$ cat src/rtl/ifetch_pkg.sv
// Shared types for the instruction fetch unit.
//   fetch_entry_t : one buffered fetch, {pc, instr}
//   occ_e         : prefetch buffer occupancy (EMPTY / ONE / FULL)
//   PC_INC        : byte distance between consecutive instruction words
package ifetch_pkg;

  typedef struct packed {
    logic [31:0] pc;
    logic [31:0] instr;
  } fetch_entry_t;

  typedef enum logic [1:0] {
    EMPTY = 2'd0,
    ONE   = 2'd1,
    FULL  = 2'd2
  } occ_e;

  localparam logic [31:0] PC_INC = 32'd4;

endpackage

$ cat src/rtl/ifetch_buf.sv
// Two-entry prefetch buffer holding {pc, instr} pairs.
// Ports:
//   clk_i, rst_ni : clock, synchronous active-low reset
//   push_i        : write wdata_i at the tail (ignored when FULL without pop)
//   pop_i         : consume the head (ignored when EMPTY)
//   flush_i       : discard all entries; overrides push and pop
//   wdata_i       : entry to write
//   occ_o         : current occupancy
//   valid_o       : head holds a valid entry
//   head_o        : head entry, all-zero when EMPTY
module ifetch_buf
  import ifetch_pkg::*;
(
  input  logic         clk_i,
  input  logic         rst_ni,
  input  logic         push_i,
  input  logic         pop_i,
  input  logic         flush_i,
  input  fetch_entry_t wdata_i,
  output occ_e         occ_o,
  output logic         valid_o,
  output fetch_entry_t head_o
);

  // ent0 is always the head; ent1 is only meaningful when FULL.
  occ_e         occ_q, occ_d;
  fetch_entry_t ent0_q, ent0_d;
  fetch_entry_t ent1_q, ent1_d;
  logic         do_pop;

  always_comb begin
    // NOTE: every signal gets a default first so no path leaves it unassigned (no latch).
    occ_d  = occ_q;
    ent0_d = ent0_q;
    ent1_d = ent1_q;
    do_pop = pop_i && (occ_q != EMPTY);

    if (flush_i) begin
      occ_d = EMPTY;
    end else begin
      case (occ_q)
        EMPTY: begin
          if (push_i) begin
            ent0_d = wdata_i;
            occ_d  = ONE;
          end
        end
        ONE: begin
          if (push_i && do_pop) begin
            ent0_d = wdata_i;
          end else if (push_i) begin
            ent1_d = wdata_i;
            occ_d  = FULL;
          end else if (do_pop) begin
            occ_d = EMPTY;
          end
        end
        FULL: begin
          // A push without a pop is dropped here: the buffer never overflows.
          if (do_pop) begin
            ent0_d = ent1_q;
            if (push_i) ent1_d = wdata_i;
            else        occ_d  = ONE;
          end
        end
        default: occ_d = EMPTY;
      endcase
    end
  end

  always_ff @(posedge clk_i) begin
    // NOTE: state updates use non-blocking assignments so all flops sample pre-edge values.
    if (!rst_ni) begin
      occ_q  <= EMPTY;
      // NOTE: storage entries are cleared on reset so stale data can never reach the outputs.
      ent0_q <= '0;
      ent1_q <= '0;
    end else begin
      occ_q  <= occ_d;
      ent0_q <= ent0_d;
      ent1_q <= ent1_d;
    end
  end

  assign occ_o   = occ_q;
  assign valid_o = (occ_q != EMPTY);
  assign head_o  = valid_o ? ent0_q : '0;

endmodule

$ cat src/rtl/ifetch_unit.sv
// Instruction fetch unit: fetch PC, combinational instruction memory
// interface, redirect handling and a 2-entry prefetch buffer.
// Ports:
//   clk_i, rst_ni   : clock, synchronous active-low reset
//   imem_addr_o     : fetch byte address (= fetch PC)
//   imem_instr_i    : instruction word for imem_addr_o, same cycle
//   redirect_i      : flush buffer and refetch from redirect_pc_i
//   redirect_pc_i   : redirect target (low two bits ignored)
//   instr_valid_o   : buffer head valid
//   instr_o, pc_o   : head instruction and its byte address (0 when empty)
//   instr_ready_i   : decode consumes the head this cycle
module ifetch_unit
  import ifetch_pkg::*;
#(
  parameter logic [31:0] RESET_PC = 32'h0000_0000
) (
  input  logic        clk_i,
  input  logic        rst_ni,
  output logic [31:0] imem_addr_o,
  input  logic [31:0] imem_instr_i,
  input  logic        redirect_i,
  input  logic [31:0] redirect_pc_i,
  output logic        instr_valid_o,
  output logic [31:0] instr_o,
  output logic [31:0] pc_o,
  input  logic        instr_ready_i
);

  logic [31:0]  fpc_q, fpc_d;
  logic         push, pop;
  occ_e         occ;
  fetch_entry_t head;
  fetch_entry_t wdata;

  assign imem_addr_o = fpc_q;

  // A pop coincident with a redirect still counts as consumed; the buffer
  // simply flushes and nothing else is done for it.
  assign pop   = instr_valid_o && instr_ready_i;
  assign push  = !redirect_i && ((occ != FULL) || pop);
  assign wdata = '{pc: fpc_q, instr: imem_instr_i};

  always_comb begin
    fpc_d = fpc_q;
    if (redirect_i) begin
      fpc_d = redirect_pc_i & 32'hFFFF_FFFC;
    end else if (push) begin
      fpc_d = fpc_q + PC_INC;  // wraps modulo 2^32
    end
  end

  always_ff @(posedge clk_i) begin
    if (!rst_ni) fpc_q <= RESET_PC;
    else         fpc_q <= fpc_d;
  end

  ifetch_buf u_buf (
    .clk_i   (clk_i),
    .rst_ni  (rst_ni),
    .push_i  (push),
    .pop_i   (pop),
    .flush_i (redirect_i),
    .wdata_i (wdata),
    .occ_o   (occ),
    .valid_o (instr_valid_o),
    .head_o  (head)
  );

  assign instr_o = head.instr;
  assign pc_o    = head.pc;

endmodule
$ cat config.mk
export PLATFORM = sky130hd
export DESIGN_NAME = ifetch_unit
export DESIGN_NICKNAME = d
export VERILOG_FILES = /design/src/rtl/ifetch_pkg.sv /design/src/rtl/ifetch_buf.sv /design/src/rtl/ifetch_unit.sv
export SDC_FILE = /design/constraint.sdc
export NUM_CORES = 1
export LEC_CHECK = 0
export ABC_AREA = 1
export ABC_CLOCK_PERIOD_IN_PS = 1900
export CAP_MARGIN = 20
export CORE_ASPECT_RATIO = 0.7
export CORE_MARGIN = 2
export CORE_UTILIZATION = 40
export DETAILED_ROUTE_END_ITERATION = 16
export DONT_BUFFER_PORTS = 1
export REMOVE_ABC_BUFFERS = 1
export SLEW_MARGIN = 10
export SYNTH_ARGS = -nofsm -noshare
export SYNTH_HDL_FRONTEND = slang
export SYNTH_SLANG_ARGS = --single-unit
$ cat constraint.sdc
create_clock -name clk_i -period 1.9 [get_ports clk_i]
set_input_delay 0.19 -clock clk_i [delete_from_list [all_inputs] [get_ports clk_i]]
set_output_delay 0.19 -clock clk_i [all_outputs]
set_load 0.02 [all_outputs]
# After elaboration in Yosys (flattened, before gate mapping)
# Index checks and enable logic that the tools add are counted.
# totals
ff_bits	162
input_bits	68
out_inout_bits	97
# classes
add_sub_neg	1
eq_ne	9
n_mux	18
bitwise_logic	2
n_reduce_logical	15
# ops
op	count
2-to-1 mux 64 bit	7
one-hot mux 64 bit (3 select lines)	1
one-hot mux 64 bit (2 select lines)	1
2-to-1 mux 32 bit	2
adder 32 x 3 -> 32 bit, second input constant	1
2-to-1 mux 2 bit	6
AND reduction 5 bit	2
inequality test 2 x 1 -> 1 bit, second input constant	3
inequality test 2 bit, second input constant	3
one-hot mux 2 bit (3 select lines)	1
nonzero test 2 bit	3
logical AND 1 bit	4
AND reduction 4 bit	1
inequality test 3 x 1 -> 1 bit, second input constant	1
nonzero test 3 bit	1
== test 2 x 1 -> 1 bit, second input constant	1
== test 2 bit, second input constant	1
zero test 2 bit	1
NOT 1 bit	2
OR reduction 2 bit	1
zero test 1 bit	1
logical OR 1 bit	1

# Longest topological paths before layout
# Gate-level depths: netlist (run 1).
# depth
depth_word	7
ltp_mapped	10
mapped_depth_nobuf	10

# Cells and area by module
# Synthesis (run 1) repeated with hierarchy kept, for this count alone.
# unflattened
hier_cells	1412
hier_area_um2	8655.8
# by_module_without_submodules
mod	n_inst	cells_per_inst	area_per_inst_um2
ifetch_buf	1	1047	6408.6
ifetch_unit	1	365	2247.2

# Worst setup path after synthesis (run 1)
# Ideal clock, no wire load.
# synth_path
kind	register to register
startpoint	reg fpc_q[3] (netlist: imem_addr_o[3])
endpoint	reg fpc_q[28] (netlist: imem_addr_o[28])
setup_time_ps	132
arrival_time_ps	1550
setup_slack_ps	218
stages_incl_launch_ff	11
path_cell_list	dfxtp_1 -> ha_1 -> nand2_1 -> nor2_1 -> nand2_1 -> nor2_1 -> nand2_1 -> nand2_1 -> nand3_1 -> nand2_1 -> a21oi_1
# synth_via
elab_chain_cells	3
# synth_lines
item	line_no	rtl
start, declared	ifetch_unit.sv:29	logic [31:0] fpc_q, fpc_d;
start signal, assigned	ifetch_unit.sv:54	else fpc_q <= fpc_d;
adder 32 x 3 -> 32 bit	ifetch_unit.sv:48	fpc_d = fpc_q + PC_INC;
2-to-1 mux 32 bit	ifetch_unit.sv:47	end else if (push) begin
2-to-1 mux 32 bit	ifetch_unit.sv:45	if (redirect_i) begin
# Every way passes these cells. The select of a mux whose other input is x is not followed.
# A chain may end at the register's enable or synchronous reset.

# Worst setup path after layout (run 1)
# layout_path
startpoint	reg u_buf.occ_q[1] (netlist: u_buf.occ_o[1])
endpoint	out instr_o[26]
# layout_via
elab_chain_cells	2
# layout_lines
item	line_no	rtl
start, declared	ifetch_buf.sv:26	occ_e occ_q, occ_d;
start signal, assigned	ifetch_buf.sv:74	occ_q <= EMPTY;
start signal, assigned	ifetch_buf.sv:79	occ_q <= occ_d;
nonzero test 2 bit	ifetch_buf.sv:86	assign valid_o = (occ_q != EMPTY);
2-to-1 mux 64 bit	ifetch_buf.sv:87	assign head_o = valid_o ? ent0_q : '0;
end, declared	ifetch_unit.sv:24	output logic [31:0] instr_o,
# Every way passes these cells.

==> impl_metrics.tcl, run 1 <==
set metrics [dict create \
    finalCriticalPeriod_ns 1.78 \
    placed_cell_area_um2 8510 \
    drt_wl_total_mm 21.8 \
    synth_edf_count 0 \
    grt_pass1_vias 6512 \
    drt_iter0_markers 401 \
    power_frac_clock 0.424 \
    slowest_stage "dfxtp_2" \
    cts.path.max_buffers 2 \
    timing.slew.headroom 0.606 \
    grt.met2_usage 0.317 \
    cp-end-kind "output pin" \
    synth.most_common_cell "nor2_1" \
    grt_overflow 0 \
    grt_util_met3 0.0683 \
    ios 165 \
    clock_sinks 156 \
    p_per_area_nw_per_um2 846 \
    synthArstFlopShare 0 \
    grt.busiest_layer "met2" \
    numPortBuffers 0 \
    drv_slew 0 \
    synth_top_flop_cell "dfxtp_1" \
    final_core_util 0.488 \
    required_ns 1.71 \
    via_per_inst 5.00 \
    rows 43 \
    dp_hpwl_mm 14.1 \
    maxCapViolCount 0 \
    crit_family "flip-flops" \
    swShare 0.278 \
    arrival_ns 1.59 \
    clkSlewWorstSetupHoldPaths_ns 0.06 \
    path_max_fanout 63 \
    vias 7064 \
    antenna_found_initial 1 \
    hold_violations 0 \
    drcViolationCount 0 \
    initial_utilization 0.408 \
    min_period_over_period 0.938 \
    pwr-share-comb 0.144 \
    place_inst 1324 \
    drive_above_1_share 0.179 \
    syn2layout_area_growth_pct 19.6 \
    ctsHtreeMaxLevel 4 \
    syn_avg_cell_area_um2 7.49 \
    dieArea_um2 21400 \
    grt_pass1_wl_mm 35.0 \
    status "finished, final reports clean" \
    synth.top_cell.area_share 0.385 \
    grt_use_met1 0.280 \
    fin_area_um2 9700 \
    path_class "reg2out" \
    synth_area_um2 8110 \
    ys_types 34 \
    setup_viol 0 \
    fp.dieH_um 123 \
    wire_per_inst_um 15.5 \
    numCtsBuffers 17 \
    synth_cells 1083 \
    clock-skew-final_ns 0.00988 \
    die_x_um 174 \
    synthTopCellsByCount "nor2_1 (200), dfxtp_1 (156), inv_1 (156)" \
    ir_drop_mv 0.441 \
    synth.ff_latch_count 156 \
    cts_root_buffer "clkbuf_16" \
    final_nets 1197 \
    synth.yosys.seq_area_share 0.385 \
    critPathMaxStageDelay_ns 0.46 \
    ys_top_cells_by_area "dfxtp_1 (39%), a211oi_2 (15%), nor2_1 (9.3%)" \
    crit_chain "nor2_4 > buf_12 > nor2_1" \
    firstDrtPassIters 7 \
    cts_tree "built" \
    grt_setup_unrepaired "no" \
    hold_path.class "in2reg" \
    seqPwrFrac 0.433 \
    power.leakage_nw 3.45 \
    worst_pin_slew_ns 0.591 \
    routabilityCongestion 0.912 \
    cp.buffers_inverters 1 \
    max_freq_mhz 561 \
    yosysTopAreaCell "dfxtp_1" \
    start_kind "flip-flop" \
    intPower_mw 5.92 \
    core_area_um2 19900 \
    yosys_warnings 0 \
    antenna_left 0 \
    postCtsSetupBuffers 0 \
    grt_usage 0.206 \
    grt_max_degree 77 \
    instances_no_fill 1412 \
    p_sw_mw 2.28 \
    clock_latency_ns 0.43 \
]
==> layout by cell type, fill, tap and decap left out, types with 3 or more instances in the layout <==
| master | netlist | routed |
|---|---|---|
| a22o_1 | 4 | 4 |
| a211oi_2 | 100 | 100 |
| a31oi_1 | 10 | 10 |
| o21ai_0 | 59 | 59 |
| inv_1 | 156 | 156 |
| clkbuf_16 | 0 | 17 |
| dlygate4sd3_1 | 0 | 53 |
| clkinv_4 | 0 | 3 |
| inv_2 | 6 | 4 |
| xor2_1 | 6 | 6 |
| a21oi_1 | 86 | 86 |
| buf_12 | 0 | 9 |
| nor2_2 | 4 | 9 |
| nor2_1 | 200 | 195 |
| nand3_1 | 25 | 25 |
| o211ai_1 | 3 | 3 |
| buf_4 | 14 | 39 |
| inv_6 | 0 | 4 |
| a211oi_1 | 21 | 21 |
| o21ai_1 | 21 | 21 |
| dfxtp_1 | 156 | 155 |
| conb_1 | 1 | 4 |
| nand2_1 | 128 | 127 |
==> area by class of cell <==
cell class                      count  area, µm²
Antenna cell                        1       2.50
Clock buffer                       20        457
Clock inverter                     12        138
Fill cell                        1970      10200
Inverter                          162        616
Multi-Input combinational cell    688       3980
Sequential cell                   156       3120
Tap cell                          270        338
Timing Repair Buffer              103       1040
==> worst register-to-register path, cell delays in order (launching register included) <==
cell     delay (ns)
dfxtp_1        0.33
ha_1           0.21
nand2_1        0.10
nor2_1         0.27
nand2_1        0.20
inv_1          0.17
nand2_1        0.07
nand2_1        0.05
nand2_1        0.05
a21oi_1        0.11
nor2_1         0.05
==> power by group through the flow <==
stage                     Sequential [mW]  Clock, mW  Combinational, mW
after floorplan                      3.68          0              0.698
after detailed placement             3.62          0               1.05
after CTS                            3.55       3.57               1.19
after global placement               3.62          0               1.03
final                                3.55       3.48               1.18
after global routing                 3.57       3.69               1.30
==> state kept, by name, summed over array words and instances, names as in the netlist <==
name and cells:
imem_addr_o 30, u_buf.ent0_q 62, u_buf.ent1_q 62, u_buf.occ_o 2
==> repair_timing <==
action | 4_1_cts | 5_1_grt
setup endpoints to repair | 29 | 19
resized for setup | 6 | 1
hold buffers | 55 | 0
hold endpoints to repair | 113 | 0
==> path summary, 6_finish.rpt <==
| check | start | endpoint | slack (ns) | depth (start not counted) |
|---|---|---|---|---|
| max reg2reg | imem_addr_o[2]$_SDFFE_PN0P_ | imem_addr_o[26]$_SDFFE_PN0P_ | 0.16 | 10 |
| max | u_buf.occ_o[1]$_SDFFE_PP0P_ | instr_o[26] | 0.12 | 3 |
| min | redirect_pc_i[2] | imem_addr_o[2]$_SDFFE_PN0P_ | 0.02 | 2 |
| min reg2reg | u_buf.ent1_q[46]$_SDFFE_PN0P_ | u_buf.ent1_q[46]$_SDFFE_PN0P_ | 0.45 | 2 |
==> logic make-up (layout without fill, tap and decap cells) <==
group / after synthesis / after routing / synth area share
compound gates: 309 / 309 / 0.296
fa+ha+maj: 1 / 1 / 0.00154
simple gates: 367 / 367 / 0.180
buf+inv: 242 / 297 / 0.129
other cells: 1 / 5 / 0.000463
flops: 156 / 156 / 0.385
xor+xnor: 7 / 7 / 0.00756
==> metrics by stage <==
stage | setup slack [ns] | hold WS, ns | total power [mW] | setup TNS (ns)
floorplan | -2.48 | 0.268 | 4.38 | -207.19
global placement | 0.187 | 0.279 | 4.65 | 0
detailed placement | 0.158 | 0.281 | 4.67 | 0
global route | 0.00737 | 0.00532 | 8.56 | 0
finish | 0.117 | 0.0212 | 8.21 | 0
CTS | 0.0398 | 0.00132 | 8.30 | 0
==> metal layers <==
metal  vias to the layer above  share of wire
li1                       3624              -
met1                      3256           0.50
met2                       169           0.43
met3                        15          0.068
met4                         0          0.010
met5                         -              0
Power figures use the tool's default switching activity.
==> run 2: changes to the inputs <==
--- a/config.mk
+++ b/config.mk
@@ -7,10 +7,10 @@
 export LEC_CHECK = 0
 export ABC_AREA = 1
 export ABC_CLOCK_PERIOD_IN_PS = 1900
-export CAP_MARGIN = 20
 export CORE_ASPECT_RATIO = 0.7
 export CORE_MARGIN = 2
 export CORE_UTILIZATION = 40
+export CTS_BUF_LIST = sky130_fd_sc_hd__clkbuf_2 sky130_fd_sc_hd__clkbuf_4 sky130_fd_sc_hd__clkbuf_8
 export DETAILED_ROUTE_END_ITERATION = 16
 export DONT_BUFFER_PORTS = 1
 export REMOVE_ABC_BUFFERS = 1
@@ -18,3 +18,4 @@
 export SYNTH_ARGS = -nofsm -noshare
 export SYNTH_HDL_FRONTEND = slang
 export SYNTH_SLANG_ARGS = --single-unit
+export TNS_END_PERCENT = 1
==> impl_metrics.tcl, run 2 (synthesis gave the netlist of run 1 again) <==
set metrics [dict create \
    drv_slew 0 \
    ir_drop_mv 0.335 \
    grt_max_degree 77 \
    ios 165 \
    drcViolationCount 0 \
    mostFrequentLayoutCells "nor2_1 (193), inv_1 (156), dfxtp_1 (155)" \
    cts_tree "built" \
    clock-skew-final_ns 0.0132 \
    ctsHtreeMaxLevel 4 \
    fp.dieH_um 123 \
    worst_pin_slew_ns 0.648 \
    antenna_left 0 \
    setup_viol 0 \
    dp_hpwl_mm 14.1 \
    hold_path.class "in2reg" \
    postCtsSetupBuffers 0 \
    dieArea_um2 21400 \
    critPathMaxStageDelay_ns 0.47 \
    min_from "redirect_pc_i[29]" \
    min_period_over_period 0.948 \
    antenna_found_initial 0 \
    crit_path_start "u_buf.occ_o[1]$_SDFFE_PP0P_" \
    hold_violations 0 \
    p_per_area_nw_per_um2 765 \
    numCtsBuffers 17 \
    syn2layout_area_growth_pct 18.6 \
    die_x_um 174 \
    rr_endpoint "imem_addr_o[26]$_SDFFE_PN0P_" \
    power.leakage_nw 3.41 \
    start_kind "flip-flop" \
    core_area_um2 19900 \
    rows 43 \
    drive_above_1_share 0.180 \
    via_per_inst 4.99 \
    firstDrtPassIters 5 \
    grt.met2_usage 0.317 \
    path_class "reg2out" \
    timing.slew.headroom 0.568 \
    cp-end-kind "output pin" \
    grt_util_met3 0.0630 \
    status "finished, final reports clean" \
    initial_utilization 0.408 \
    finalCriticalPeriod_ns 1.80 \
    drt_wl_total_mm 21.8 \
    wire_per_inst_um 15.3 \
    required_ns 1.71 \
    path_max_fanout 63 \
    vias 7095 \
    final_nets 1207 \
    reg2reg_depth 10 \
    grt_overflow 0 \
    max_freq_mhz 555 \
    clkSlewWorstSetupHoldPaths_ns 0.09 \
    dp_worst_setup_slack_ns 0.158 \
    whs_ns 0.0314 \
    grt_pass1_vias 6523 \
    grt_setup_unrepaired "yes" \
    final_common_cell "nor2_1" \
    slowest_stage "dfxtp_2" \
    numPortBuffers 0 \
    n_antenna_cell 0 \
    grt_usage 0.206 \
    drt_iter0_markers 417 \
    grt_pass1_wl_mm 35.1 \
    finalWorstSetupSlack_ns 0.0986 \
    arrival_ns 1.61 \
    clock_latency_ns 0.45 \
    clock_sinks 156 \
    cts_root_buffer "clkbuf_8" \
    routabilityCongestion 0.912 \
    fin_tns_setup_ns 0 \
    crit_path_end "instr_o[18]" \
    cts.path.max_buffers 2 \
    grt.busiest_layer "met2" \
    maxCapViolCount 0 \
    regToRegSetupSlack_ns 0.17 \
    crit_chain "nor2_4 > buf_12 > nor2_1" \
    rr_startpoint "imem_addr_o[3]$_SDFFE_PN0P_" \
    grt_use_met1 0.286 \
]
-- run 2: layout make-up --
cell class                      instances  area (µm²)
Multi-Input combinational cell        688        3980
Tap cell                              270         338
Clock inverter                         12         138
Timing Repair Buffer                  113        1140
Clock buffer                           20         269
Fill cell                            1987       10200
Sequential cell                       156        3120
Inverter                              162         616
-- run 2: through the flow --
| stage | instance area [µm²] | utilization | power [mW] | cells |
|---|---|---|---|---|
| 2_1_floorplan | 7680 | - | 4.38 | 1006 |
| 3_3_place_gp | 8510 | 0.429 | 4.65 | 1324 |
| 3_5_place_dp | 8510 | 0.429 | 4.67 | 1324 |
| 4_1_cts | 9600 | 0.484 | 7.44 | 1421 |
| 5_1_grt | 9610 | 0.484 | 7.71 | 1421 |
| 6_report | 9610 | 0.484 | 7.35 | 1421 |
-- run 2: power breakdown --
| group | leakage, nW | internal (mW) | switching (mW) |
|---|---|---|---|
| clock | 0.204 | 1.27 | 1.34 |
| sequential | 1.28 | 3.46 | 0.0846 |
| combinational | 1.92 | 0.451 | 0.748 |
-- run 2: repair_timing --
action | CTS | global route
resized for setup | 6 | 3
setup endpoints to repair | 62 | 20
pin swaps | 0 | 0
hold buffers | 65 | 0
hold endpoints to repair | 121 | 0
-- run 2: worst min path at each step --
stage	cells after the start	slack [ns]	endpoint
3_5_place_dp	1	0.28	u_buf.occ_o[1]$_SDFFE_PP0P_
4_1_cts	4	0.001	imem_addr_o[21]$_SDFFE_PN0P_
3_3_place_gp	1	0.28	u_buf.occ_o[1]$_SDFFE_PP0P_
5_1_grt	3	0.009	imem_addr_o[13]$_SDFFE_PN0P_
2_1_floorplan	1	0.27	u_buf.occ_o[1]$_SDFFE_PP0P_
6_report	4	0.03	imem_addr_o[29]$_SDFFE_PN0P_
-- run 2: worst max-delay path, delay by kind of cell, from the launching register on --
kind / cells / cell delay [ns]
simple gates: 2 / 0.44
buf+inv: 1 / 0.21
flops: 1 / 0.47
-- run 2: layer usage --
layer	share of wire	wire length, µm	up-vias
met2	0.43	9280	196
met5	0	0	-
li1	-	-	3641
met3	0.075	1630	12
met4	0.0071	155	0
met1	0.49	10700	3246
